[src/rtl/timer_responder_if.sv]
// Bus bundle between the CPU data-side bridge and the timer.
// master drives req/we/addr/be/wdata; slave returns ready/rdata/irq.
interface timer_responder_if;
  logic        req;
  logic        we;
  logic [1:0]  addr;
  logic [3:0]  be;
  logic [31:0] wdata;
  logic        ready;
  logic [31:0] rdata;
  logic        irq;

  modport master (
    output req, we, addr, be, wdata,
    input  ready, rdata, irq
  );

  modport slave (
    input  req, we, addr, be, wdata,
    output ready, rdata, irq
  );
endinterface

[src/rtl/timer_responder.sv]
// Memory-mapped down-counting timer with CTRL/PRESET/COUNT and maskable irq.
// Ports: clk, reset (async, active-low), bus (timer_responder_if.slave).
module timer_responder #(
  parameter int CNT_W = 32
) (
  input logic              clk,
  input logic              reset,
  timer_responder_if.slave bus
);

  typedef enum logic [1:0] {
    IDLE = 2'd0,
    LOAD = 2'd1,
    CNT  = 2'd2,
    INT  = 2'd3
  } state_t;

  state_t state;
  state_t state_nx;

  logic [3:0]       ctrl;
  logic [CNT_W-1:0] preset;
  logic [CNT_W-1:0] count;
  logic             irq_flag;
  logic             ready_q;
  logic [31:0]      rdata_q;
  logic [31:0]      rd_mux;
  logic [31:0]      pre_mrg;

  logic       wr;
  logic       wr_ctrl;
  logic       wr_ctrl_b0;
  logic       wr_pre;
  logic [3:0] ctrl_eff;
  logic       en_eff;
  logic       reload;
  logic       cnt_zero;

  logic cnt_load;
  logic cnt_dec;
  logic flag_set;
  logic en_clr;

  assign wr         = bus.req & bus.we;
  assign wr_ctrl    = wr & (bus.addr == 2'd0);
  assign wr_ctrl_b0 = wr_ctrl & bus.be[0];
  assign wr_pre     = wr & (bus.addr == 2'd1);

  // A CTRL store is seen by the control logic in the cycle it is
  // issued, so the FSM reacts to EN one cycle earlier and a store
  // always overrides the FSM clearing EN.
  assign ctrl_eff = wr_ctrl_b0 ? bus.wdata[3:0] : ctrl;
  assign en_eff   = ctrl_eff[0];
  assign reload   = (ctrl_eff[2:1] == 2'b01);
  assign cnt_zero = (count == '0);

  always_comb begin
    pre_mrg = 32'(preset);
    for (int i = 0; i < 4; i++) begin
      if (bus.be[i]) pre_mrg[8*i +: 8] = bus.wdata[8*i +: 8];
    end
  end

  always_ff @(posedge clk or negedge reset) begin
    if (!reset) state <= IDLE;
    else        state <= state_nx;
  end

  always_comb begin
    state_nx = state;
    unique case (state)
      IDLE: if (en_eff) state_nx = LOAD;
      LOAD: state_nx = CNT;
      CNT: begin
        if (!en_eff)       state_nx = IDLE;
        else if (cnt_zero) state_nx = INT;
      end
      INT: state_nx = reload ? LOAD : IDLE;
      default: state_nx = IDLE;
    endcase
  end

  always_comb begin
    cnt_load = 1'b0;
    cnt_dec  = 1'b0;
    flag_set = 1'b0;
    en_clr   = 1'b0;
    unique case (state)
      IDLE: ;
      LOAD: cnt_load = 1'b1;
      CNT:  cnt_dec  = en_eff & ~cnt_zero;
      INT: begin
        flag_set = 1'b1;
        en_clr   = ~reload;
      end
      default: ;
    endcase
  end

  always_comb begin
    rd_mux = '0;
    unique case (bus.addr)
      2'd0:    rd_mux = {28'd0, ctrl};
      2'd1:    rd_mux = 32'(preset);
      2'd2:    rd_mux = 32'(count);
      default: rd_mux = '0;
    endcase
  end

  always_ff @(posedge clk or negedge reset) begin
    if (!reset) begin
      ctrl     <= '0;
      preset   <= '0;
      count    <= '0;
      irq_flag <= 1'b0;
      ready_q  <= 1'b0;
      rdata_q  <= '0;
    end else begin
      if (wr_ctrl_b0)  ctrl    <= bus.wdata[3:0];
      else if (en_clr) ctrl[0] <= 1'b0;

      if (wr_pre) preset <= pre_mrg[CNT_W-1:0];

      if (cnt_load)     count <= preset;
      else if (cnt_dec) count <= count - CNT_W'(1);

      // The set has priority so an interrupt is never lost.
      if (flag_set)                   irq_flag <= 1'b1;
      else if (wr_ctrl && bus.be != 0) irq_flag <= 1'b0;

      ready_q <= bus.req;
      rdata_q <= (bus.req & ~bus.we) ? rd_mux : '0;
    end
  end

  assign bus.ready = ready_q;
  assign bus.rdata = rdata_q;
  assign bus.irq   = irq_flag & ctrl_eff[3];

endmodule

[src/flat_wrapper.sv]
// flat-port wrapper written by rule: the top's interface ports become plain ports
module timer_responder_flat 
#(
  parameter int CNT_W = 32
)
  (clk, reset, bus_req, bus_we, bus_addr, bus_be, bus_wdata, bus_ready, bus_rdata, bus_irq);
  timer_responder_if bus_i ();
  input logic clk;
  input logic reset;
  input wire logic [$bits(bus_i.req)-1:0] bus_req;
  input wire logic [$bits(bus_i.we)-1:0] bus_we;
  input wire logic [$bits(bus_i.addr)-1:0] bus_addr;
  input wire logic [$bits(bus_i.be)-1:0] bus_be;
  input wire logic [$bits(bus_i.wdata)-1:0] bus_wdata;
  output wire logic [$bits(bus_i.ready)-1:0] bus_ready;
  output wire logic [$bits(bus_i.rdata)-1:0] bus_rdata;
  output wire logic [$bits(bus_i.irq)-1:0] bus_irq;
  assign bus_i.req = bus_req;
  assign bus_i.we = bus_we;
  assign bus_i.addr = bus_addr;
  assign bus_i.be = bus_be;
  assign bus_i.wdata = bus_wdata;
  assign bus_ready = bus_i.ready;
  assign bus_rdata = bus_i.rdata;
  assign bus_irq = bus_i.irq;
  timer_responder #(.CNT_W(CNT_W)) u_core (.clk(clk), .reset(reset), .bus(bus_i));
endmodule
[config.mk]
export PLATFORM = sky130hd
export DESIGN_NAME = timer_responder_flat
export DESIGN_NICKNAME = d
export VERILOG_FILES = /design/src/rtl/timer_responder_if.sv /design/src/rtl/timer_responder.sv /design/src/flat_wrapper.sv
export SDC_FILE = /design/constraint.sdc
export NUM_CORES = 1
export LEC_CHECK = 0
export CORE_MARGIN = 4
export CORE_UTILIZATION = 45
export DETAILED_ROUTE_END_ITERATION = 10
export GPL_TIMING_DRIVEN = 0
export PLACE_DENSITY = 0.71
export SLEW_MARGIN = 20
export SYNTH_ARGS = -nofsm -noshare
export SYNTH_HDL_FRONTEND = slang
export SYNTH_SLANG_ARGS = --single-unit
[constraint.sdc]
create_clock -name clk -period 2.15 [get_ports clk]
set_input_delay 0.3225 -clock clk [delete_from_list [all_inputs] [get_ports clk]]
set_output_delay 0.3225 -clock clk [all_outputs]
set_load 0.02 [all_outputs]
Yosys cells after proc, flatten, opt, wreduce, memory -nomap -nowiden
Cells that the tools add are included.
{ "totals": {"regBits": 104, "inputBits": 42, "output_inout_bits": 34, "elab_cells": 61} }
{ "op_classes": {"addsub": 1, "eq_ne": 8, "mux": 18, "n_bitwise": 10, "reduce_logical": 13} }
{ "ops": {"columns": ["cell", "count"], "rows": [
  ["$mux W32", 3],
  ["$pmux W32 S3", 1],
  ["$logic_not A32 Y1", 1],
  ["$sub A32 B1 Y32 const B", 1],
  ["$reduce_and A2 Y1", 5],
  ["$mux W1", 9],
  ["$pmux W2 S4", 1],
  ["$and A1 B1 Y1", 7],
  ["$eq A2 B1 Y1 const B", 3],
  ["$eq A2 B2 Y1 const B", 3],
  ["$mux W2", 3],
  ["$reduce_bool A2 Y1", 3],
  ["$logic_not A2 Y1", 2],
  ["$mux W4", 1],
  ["$reduce_bool A4 Y1", 1],
  ["$ne A3 B3 Y1 const B", 1],
  ["$not A1 Y1", 3],
  ["$ne A2 B1 Y1 const B", 1],
  ["$logic_and A1 B1 Y1", 1]
]} }

Depth between registers and ports, before layout
{ "depth": {"word_depth": 9, "mapped_depth": 11, "mapped_depth_nobuf": 8} }

Worst setup path before layout
Ideal clock, no wire load.
{ "synth_timing": {"path_kind": "register to register", "start": "reg u_core.count[17]", "end": "reg u_core.count[29]", "setup_time_ns": 0.137, "t_arrival_ns": 2.111, "setup_slack_ns": -0.099, "stages_incl_launch_ff": 7, "path_buffers": 0, "synth_period_minus_slack_ns": 2.249, "cell_sequence": "dfrtp_1 -> or4_4 -> nor4b_4 -> nand4_1 -> or3b_4 -> o211ai_2 -> o311ai_2"} }
{ "synth_via": {"elab_chain_len": 5, "word_cells_on_any_way": 8, "classes_between": "add/sub (1); mux (3); bitwise (2); reduce/logical (2)"} }
{ "synth_lines": {"columns": ["item", "line_no", "text"], "rows": [
  ["from (decl)", "timer_responder.sv:23", "logic [CNT_W-1:0] count;"],
  ["from (signal assigned)", "timer_responder.sv:124", "if (cnt_load) count <= preset;"],
  ["from (signal assigned)", "timer_responder.sv:125", "else if (cnt_dec) count <= count - CNT_W'(1);"],
  ["parallel branches: the longest is 5 deep, another holds $sub A32 B1 Y32", null, null]
]} }
Parallel ways; which one is timed is not known. The select of a mux whose other input is x is not followed.
A chain may end at the register's enable or synchronous reset.

Worst setup path in the final report
{ "layout_timing": {"start": "reg u_core.count[5]", "end": "reg u_core.count[10]"} }
Same word-level chain as after synthesis.

==> results.toml <==
[worst_setup_path]
crit_fanout = 8
r2r-start = "u_core.count[5]"
start_kind = "flip-flop"
max_stage_delay_ps = 460
critPathRequiredTime_ps = 2420
cp_slowest_cell = "dfrtp_1"
crit_start = "u_core.count[5]"
crit_type = "flip-flop to flip-flop"
crit_path_end_kind = "flip-flop"
arrival_ps = 2610
crit_chain = "or3_4, nor4b_4, nand4_1, buf_6, buf_4, nand3_4, nor2_1, a221o_1"

[synth]
yosysUniqueCellTypes = 57
syn_avg_cell_area_um2 = 11.0
synth_area_um2 = 4830
synth_flop_cell = "dfrtp_1"
synthesis.nets = 483
yosysWarnings = 0
synth-seq-cells = 104
ys_seq_area_share_pct = 53.9
synth_area_leader_cell = "dfrtp_1"
async_flop_share_pct = 100
synth_top_area_share_pct = 53.9
synth_edf_count = 0
synthTopCellsByArea = "dfrtp_1 54%, mux2_2 7.9%, a22oi_1 4.8%"
syn_inst = 440

[power_and_ir_drop]
power_density_nw_per_um2 = 1070
ir_drop_mv = 0.477
leakagePower_nw = 2.72

[die]
die-area_um2 = 12400
die_x_um = 112
start_util_pct = 46.5
fp.dieH_um = 112
core_area_um2 = 10400
pin_count = 76
rows = 37

[placement]
io_buffer_count = 74
placed_area_um2 = 5780
pre_cts_slack_ps = -683
gp_congestion = 0.871
dp_hpwl_mm = 8.32

[timing]
fin_skew_ps = 13.2
period_needed_ps = 2340
fmax_mhz = 427
fin_ws_ps = -192
finalMaxSlewViolations = 0
hold_violations = 0
rsz0062_at_grt = "yes"
tightestPinTransition_ps = 737
setup_violations = 29
finalCritPeriodShare_pct = 109
slew_headroom_pct = 50.9

[drt]
drc = 0
drtIter0Drc = 272
routed_wl_mm = 12.5
dr.pass1.iters = 8
antenna_left = 0
viasPerCell = 5.69
wl_per_cell_um = 18.0
num_vias = 3961

[hold_path]
min_from = "bus_req"
hold_class = "input port to flip-flop"

[outcome]
violations = "setup timing"
outcome = "complete, but fails checks"

[clock_tree]
clock_sinks = 104
clk_pin_slew_worst_paths_ps = 100
cts_buffers = 9
insertion_delay_ps = 370
cts_max_level = 3
clock_path_buffers = 2
cts-root-buf = "clkbuf_8"
cts_tree = "built"

[global_routing]
grt-ovfl-total = 0
grt_pass1_vias = 3968
grt_pass1_wl_mm = 20.3
grt_usage_pct = 20.1
grt_start_max_net_pins = 68
antenna_found_initial = 0

[run]
drv_cap = 0

[final_layout]
drive_gt1_share_pct = 26.1
synthToLayoutAreaGrowth_pct = 34.6
fin_nets = 598
antennaDiodeCount = 0
fin_area_um2 = 6500
==> cell families (layout without fill, tap and decap cells) <==
logic type / Yosys count / in the layout / synth area share (%)
adder cells (fa/ha/maj): 1 / 1 / 0.259
AND/OR/NAND/NOR: 167 / 167 / 17.8
XOR/XNOR: 4 / 4 / 0.726
AO/OA/AOI/OAI: 95 / 95 / 15.6
flip-flops: 104 / 104 / 53.9
multiplexers: 39 / 39 / 8.97
buffers and inverters: 30 / 150 / 2.70
==> layout make-up <==
type                    instances  area (um2)
plain buffers                  23         124
clock buffers                  11         141
clock inverters                 5        80.1
fillers                       853        3870
inverters                       5        18.8
multi-input cells             306        2340
flip-flops and latches        104        2610
well taps                     136         170
repair buffers                106        1020
==> worst paths after layout <==
path	endpoint	slack, ps	depth (start not counted)
max in group asynchronous	u_core.count[0]	1090	3
worst max register to register	u_core.count[10]	-190	8
worst min-delay path	u_core.bus.ready	120	1
worst max-delay path	u_core.count[10]	-190	8
min in group asynchronous	u_core.bus.rdata[0]	420	2
worst min register to register	u_core.irq_flag	500	2
==> cell usage after synthesis (all sizes together), types with 3 or more instances <==
cell type  count
dfrtp        104
nor2          49
nand2         39
mux2          34
a22oi         31
nand3         21
clkbuf        20
a21oi         17
o211ai        11
nor4           9
o311ai         9
or3            9
a221o          7
nor3           7
nand2b         6
o21ai          6
buf            5
inv            5
mux2i          5
and3           4
nand4          4
and2           3
nor2b          3
or4            3
==> sequential cells by signal (all words and copies together), names as in the netlist <==
| signal | count |
|---|---|
| u_core.bus.rdata | 32 |
| u_core.bus.ready | 1 |
| u_core.count | 32 |
| u_core.state | 2 |
| u_core.preset | 32 |
| u_core.irq_flag | 1 |
| u_core.ctrl | 4 |
==> critical path: cells and delay by family, from the launching register on <==
| kind | cells | cell delay, ps |
|---|---|---|
| buf+inv | 2 | 340 |
| simple gates | 5 | 1160 |
| compound gates | 1 | 270 |
| flops | 1 | 460 |
==> placed cells by master, fill, tap and decap left out, drive strengths merged, types with 3 or more instances in the layout <==
cell           count
nor4               9
nand4              4
clkdlybuf4s50     69
or3                9
a22oi             31
inv                5
and2               3
nand3             21
a221o              7
mux2i              5
nor2b              3
nand2             39
o211ai            11
or4                3
a21oi             17
clkbuf            30
dfrtp            104
nand2b             6
mux2              34
buf               38
nor2              49
and3               4
o311ai             9
o21ai              6
nor3               7
==> power by group <==
group          internal [mW]  total [mW]  switching, mW
Clock                  0.686        1.34          0.655
Combinational           1.25        2.60           1.34
Sequential              2.43        3.03          0.603
Total                   4.37        6.97           2.60
==> stage by stage <==
stage          hold WS, ps  power, mW  setup TNS, ps  utilization [%]  instances
2_1_floorplan         26.9       4.35           -148                -        440
6_report               124       6.97          -3090             62.7        696
3_5_place_dp           251       5.06         -22820             55.7        651
5_1_grt                141       7.38          -5770             62.7        696
4_1_cts                432       6.65          -4120             60.3        688
3_3_place_gp           465       4.98        -341580             55.4        650
==> metal layers <==
layer / track usage (%) / share of wire (%) / vias up
met5: 0 / 0 / -
met4: 6.08 / 2.0 / 0
met3: 5.60 / 5.5 / 21
met2: 33.0 / 50 / 113
met1: 26.1 / 43 / 1976
li1: - / - / 1851
==> repair_timing <==
item / in CTS / in global routing
hold buffers: 1 / 0
setup buffers: 19 / 10
endpoints found under the setup margin: 34 / 33
hold endpoints to repair: 37 / 0
cloned: 2 / 0
resized for setup: 28 / 47
pin swaps: 16 / 17
Note: power is estimated with default switching activity, not from simulation.
